===== src/rtl/regfile.sv =====
// regfile: 2**RADDR_WIDTH x RDATA_WIDTH register file, x0 hardwired zero.
// Ports: clk_i, rst_i (async low), write port (reg_we/waddr/wdata), two read ports (reN/raddrN/rdataN).
module regfile #(
  parameter int RADDR_WIDTH = 5,
  parameter int RDATA_WIDTH = 32
) (
  input  logic                   clk_i,
  input  logic                   rst_i,
  input  logic [RADDR_WIDTH-1:0] reg_waddr_i,
  input  logic                   reg_we_i,
  input  logic [RDATA_WIDTH-1:0] reg_wdata_i,
  input  logic                   re1_i,
  input  logic [RADDR_WIDTH-1:0] raddr1_i,
  output logic [RDATA_WIDTH-1:0] rdata1_o,
  input  logic                   re2_i,
  input  logic [RADDR_WIDTH-1:0] raddr2_i,
  output logic [RDATA_WIDTH-1:0] rdata2_o
);

  localparam int NREG = 2 ** RADDR_WIDTH;

  logic [RDATA_WIDTH-1:0] regs_q [NREG];
  logic                   wr_en;

  // Writes to x0 are dropped here, so the stored x0 never leaves zero.
  assign wr_en = reg_we_i && (reg_waddr_i != '0);

  always_ff @(posedge clk_i or negedge rst_i) begin
    if (!rst_i) begin
      for (int i = 0; i < NREG; i++) begin
        regs_q[i] <= '0;
      end
    end else if (wr_en) begin
      regs_q[reg_waddr_i] <= reg_wdata_i;
    end
  end

  // Priority: reset, disabled port, x0, same-cycle writeback bypass, storage.
  function automatic logic [RDATA_WIDTH-1:0] rd_mux(
    input logic                   re,
    input logic [RADDR_WIDTH-1:0] ra
  );
    logic [RDATA_WIDTH-1:0] d;
    d = '0;
    if (!rst_i) begin
      d = '0;
    end else if (!re) begin
      d = '0;
    end else if (ra == '0) begin
      d = '0;
    end else if (wr_en && (reg_waddr_i == ra)) begin
      d = reg_wdata_i;
    end else begin
      d = regs_q[ra];
    end
    return d;
  endfunction

  always_comb begin
    rdata1_o = '0;
    rdata1_o = rd_mux(re1_i, raddr1_i);
  end

  always_comb begin
    rdata2_o = '0;
    rdata2_o = rd_mux(re2_i, raddr2_i);
  end

endmodule

===== config.mk =====
export PLATFORM = sky130hd
export DESIGN_NAME = regfile
export DESIGN_NICKNAME = d
export VERILOG_FILES = /design/src/rtl/regfile.sv
export SDC_FILE = /design/constraint.sdc
export NUM_CORES = 2
export LEC_CHECK = 0
export ABC_AREA = 1
export BUFFER_PORTS_ARGS = -buffer_cell sky130_fd_sc_hd__buf_2
export CAP_MARGIN = 20
export CORE_MARGIN = 2
export CORE_UTILIZATION = 35
export CTS_BUF_LIST = sky130_fd_sc_hd__clkbuf_8
export CTS_CLUSTER_DIAMETER = 200
export DETAILED_ROUTE_END_ITERATION = 8
export MAX_ROUTING_LAYER = met4
export PLACE_DENSITY = 0.56
export SYNTH_ARGS = -nofsm -noshare
export SYNTH_HDL_FRONTEND = slang
export SYNTH_SLANG_ARGS = --single-unit

===== constraint.sdc =====
create_clock -name clk_i -period 5.37 [get_ports clk_i]
set_input_delay 1.074 -clock clk_i [delete_from_list [all_inputs] [get_ports clk_i]]
set_output_delay 1.074 -clock clk_i [all_outputs]
set_load 0.01 [all_outputs]

==> results_dict.tcl <==
set metrics [dict create \
    cp_data_required_time_ns 4.30 \
    synth.yosys.warnings 0 \
    setup_repair_after_global_routing_missed_its_margin "false" \
    largest_register_ffs 1024 \
    wl_met3_um 23140 \
    internal_power_summed_over_all_cells_mw 15.09 \
    routed_met1_length_um 101900 \
    initial_core_util_pct 35.19 \
    die_width_um 419.1 \
    postRouteWirelength_um 262500 \
    min_period_over_period_pct 95.89 \
    p_sw_share_pct 34.42 \
    max_slew_margin_pct 20.12 \
    violations "DRC" \
    grt_max_degree 165 \
    setup.worst_path.start_class "input pin" \
    die_h_um 419.1 \
    setup_tns_ns 0 \
    path_max_fanout 46 \
    htree_levels 4 \
    cts_root_buffer "sky130_fd_sc_hd__clkbuf_8" \
    syn_nets 9254 \
    critical_path_class "input pin to output port" \
    worst_path_largest_cell_delay_ns 0.66 \
    detail_route.iter0.violations 7357 \
    largestRegisters "regs_q: 1024 flops" \
    routed-via-count 61980 \
    ant_nets 0 \
    hold_class "flip-flop to flip-flop" \
    crit_arrival_ns 4.08 \
    crit_path_cell_trace "dlygate4sd3_1, buf_8, o211ai_1, inv_2, buf_4, o21ai_0, a21oi_1, buf_2" \
    fill_cells 18110 \
    worst_path_dominant_cell_family "buffers and inverters" \
    ctsResizeCount 0 \
    cp_max_delay_cell "sky130_fd_sc_hd__a21oi_1" \
    syn_to_final_growth_pct 11.59 \
    grtUsageTotal_pct 30.58 \
    ctsLongestPathBuffers 3 \
    port_buffers 115 \
    finish.net_count 9015 \
    peakVddDrop_v 0.0002957 \
    die_ar_um2 175600 \
    cts_made_buffers 183 \
    largest_register "regs_q" \
    number_of_antenna_violations_at_the_first_check_in_global_routing 17 \
    cts_hold_buf 1 \
    pwr-share-seq_pct 42.9 \
    yosys.cell_types.count 23 \
    layout_min_cycle_time_ns 5.149 \
    routed_via_density 5.421 \
    setup_viol 0 \
    placement.setup.worst_slack_ns 0.5903 \
    syn_area_per_cell_um2 6.554 \
    first_global_vias 58780 \
    grt_first_pass_wirelength_um 389900 \
    post-route-worst-setup-slack_ns 0.2206 \
    worst_pin_slew_ns 1.198 \
    synthesis.area_um2 60310 \
    core_area_um2 171400 \
    post_cts_buffers 0 \
    fmax_mhz 194.2 \
    gp_routability_congestion 0.9272 \
    clock_tree_from_tritoncts "built" \
    worst-r2r-setup-slack_ns 4.63 \
    synth_seq_cells 1024 \
    detailroute.wirelength.met2_um 116200 \
    dp.final_hpwl_um 151400 \
    endpoint_kind "output port" \
    number_of_buffers_and_inverters_on_the_critical_path 5 \
    insertion_delay_ns 0.96 \
    synth_sequential_area_ratio_pct 42.49 \
    power.static_leakage_nw 35.08 \
    pwr_density_cell_nw_per_um2 341.9 \
    floorplan.io_pins 116 \
    synthCells 9202 \
    finalHoldViolCount 0 \
    switching_component_of_the_power_mw 7.918 \
    maxUsedRoutingLayer "met4" \
    finalClockSkew_ns 0 \
    layout-drive-gt1-share_pct 7.075 \
    detailedRoute.firstPassIterationCount 9 \
    pwr-share-clk_pct 33.6 \
    result_of_the_run "finished, violations left" \
    tritoncts_num_sinks 1024 \
    timing_max_transition_violations_final 0 \
    global_route.overflow_total 0 \
    row_count 152 \
    drc 2 \
    max-cap-violations 0 \
    cts.clk_slew.worst_paths_ns 0.06 \
    combPwrFrac_pct 23.5 \
    route.detailed.wl_per_inst_um 22.96 \
]
-- synthesized netlist by cell type --
library cell	count	area [µm²]
sky130_fd_sc_hd__a21oi_1	45	225.2
sky130_fd_sc_hd__buf_1	67	251.5
sky130_fd_sc_hd__buf_2	61	305.3
sky130_fd_sc_hd__clkbuf_1	614	2305
sky130_fd_sc_hd__clkinv_1	3	11.26
sky130_fd_sc_hd__dfrtp_1	1024	25620
sky130_fd_sc_hd__inv_1	1061	3983
sky130_fd_sc_hd__inv_2	5	18.77
sky130_fd_sc_hd__nand2_1	3468	13020
sky130_fd_sc_hd__nand3_1	1589	7953
sky130_fd_sc_hd__nand3_2	1	10.01
sky130_fd_sc_hd__nand4_1	2	12.51
sky130_fd_sc_hd__nor2_1	38	142.6
sky130_fd_sc_hd__nor2_2	4	25.02
sky130_fd_sc_hd__nor3_1	14	70.07
sky130_fd_sc_hd__nor3_2	6	60.06
sky130_fd_sc_hd__nor4_4	1	21.27
sky130_fd_sc_hd__o211ai_1	90	675.7
sky130_fd_sc_hd__o21ai_0	1042	5215
sky130_fd_sc_hd__o21ai_1	50	250.2
sky130_fd_sc_hd__or2_2	8	50.05
sky130_fd_sc_hd__xnor2_1	7	61.31
sky130_fd_sc_hd__xor2_1	2	17.52
-- power groups by stage --
stage | logic (mW) | clock network, mW | registers [mW]
final | 5.40 | 7.72 | 9.88
after CTS | 5.34 | 7.84 | 9.86
after floorplan | 3.77 | 0 | 9.80
after detailed placement | 5.33 | 0 | 9.97
after global placement | 5.21 | 0 | 9.95
after global routing | 6.18 | 8.19 | 10.0
-- layout by cell type (no fill, tap or decap), types with 7 or more instances in the layout --
cell type	instances
sky130_fd_sc_hd__nand2_1	3441
sky130_fd_sc_hd__nand3_1	1589
sky130_fd_sc_hd__inv_1	1114
sky130_fd_sc_hd__o21ai_0	1042
sky130_fd_sc_hd__dfrtp_1	1024
sky130_fd_sc_hd__clkbuf_8	237
sky130_fd_sc_hd__buf_4	152
sky130_fd_sc_hd__buf_2	104
sky130_fd_sc_hd__o211ai_1	90
sky130_fd_sc_hd__buf_12	53
sky130_fd_sc_hd__o21ai_1	50
sky130_fd_sc_hd__a21oi_1	44
sky130_fd_sc_hd__nor2_1	38
sky130_fd_sc_hd__nand2_4	26
sky130_fd_sc_hd__diode_2	21
sky130_fd_sc_hd__clkinv_2	19
sky130_fd_sc_hd__nor3_1	14
sky130_fd_sc_hd__or2_2	8
sky130_fd_sc_hd__xnor2_1	7
-- layout make-up --
cell class / count / area [µm²] / area share, %
Multi-Input combinational cell: 6367 / 28040 / 41.66
Sequential cell: 1024 / 25620 / 38.08
Inverter: 1069 / 4056 / 6.028
Clock buffer: 237 / 3262 / 4.847
Tap cell: 2310 / 2890 / 4.295
Timing Repair Buffer: 318 / 2858 / 4.247
Clock inverter: 88 / 513.0 / 0.7623
Antenna cell: 21 / 52.55 / 0.07809
-- per-layer routing --
layer / GRT usage (%) / vias to the layer above
met5: - / -
met4: 21.55 / 0
met3: 5.373 / 898
met2: 47.00 / 3251
met1: 36.35 / 29290
li1: - / 28550
-- worst register-to-register path: cells and delay by family (launching register included) --
| kind | cells | cell delay, ns |
|---|---|---|
| simple gates | 1 | 0.07 |
| flops | 1 | 0.40 |
| compound gates | 1 | 0.12 |
-- per-stage QoR --
| step | hold slack [ns] | std cells | instance area, µm² | total power, mW | util [%] |
|---|---|---|---|---|---|
| after CTS | 0.3895 | 11410 | 67240 | 23.04 | 39.24 |
| after global routing | 0.4028 | 11430 | 67270 | 24.42 | 39.26 |
| final | 0.3875 | 11430 | 67290 | 23.01 | 39.27 |
| after global placement | 0.3703 | 11090 | 63430 | 15.16 | 37.02 |
| after floorplan | 0.4290 | 9202 | 60310 | 13.57 | - |
| after detailed placement | 0.3736 | 11090 | 63450 | 15.30 | 37.03 |
-- final timing paths --
| path | startpoint | end | depth (start not counted) |
|---|---|---|---|
| max in group asynchronous | rst_i | regs_q[727] | 5 |
| worst min-delay path | regs_q[1016] | regs_q[1016] | 0 |
| worst max register to register | regs_q[77] | regs_q[77] | 2 |
| worst max-delay path | rst_i | rdata1_o[20] | 8 |
| worst min register to register | regs_q[1016] | regs_q[1016] | 0 |
| min in group asynchronous | rst_i | regs_q[10] | 2 |
-- logic make-up (layout without fill, tap and decap cells) --
group | Yosys count | after routing | share of synthesized area (%)
and+or+nand+nor | 5131 | 5131 | 35.42
buffers and inverters | 1811 | 1712 | 11.40
AOI/OAI and AO/OA | 1227 | 1227 | 10.56
DFF | 1024 | 1024 | 42.49
xor gates and xnor gates | 9 | 9 | 0.1307
other | 0 | 21 | 0
(Power assumes the default switching activity.)
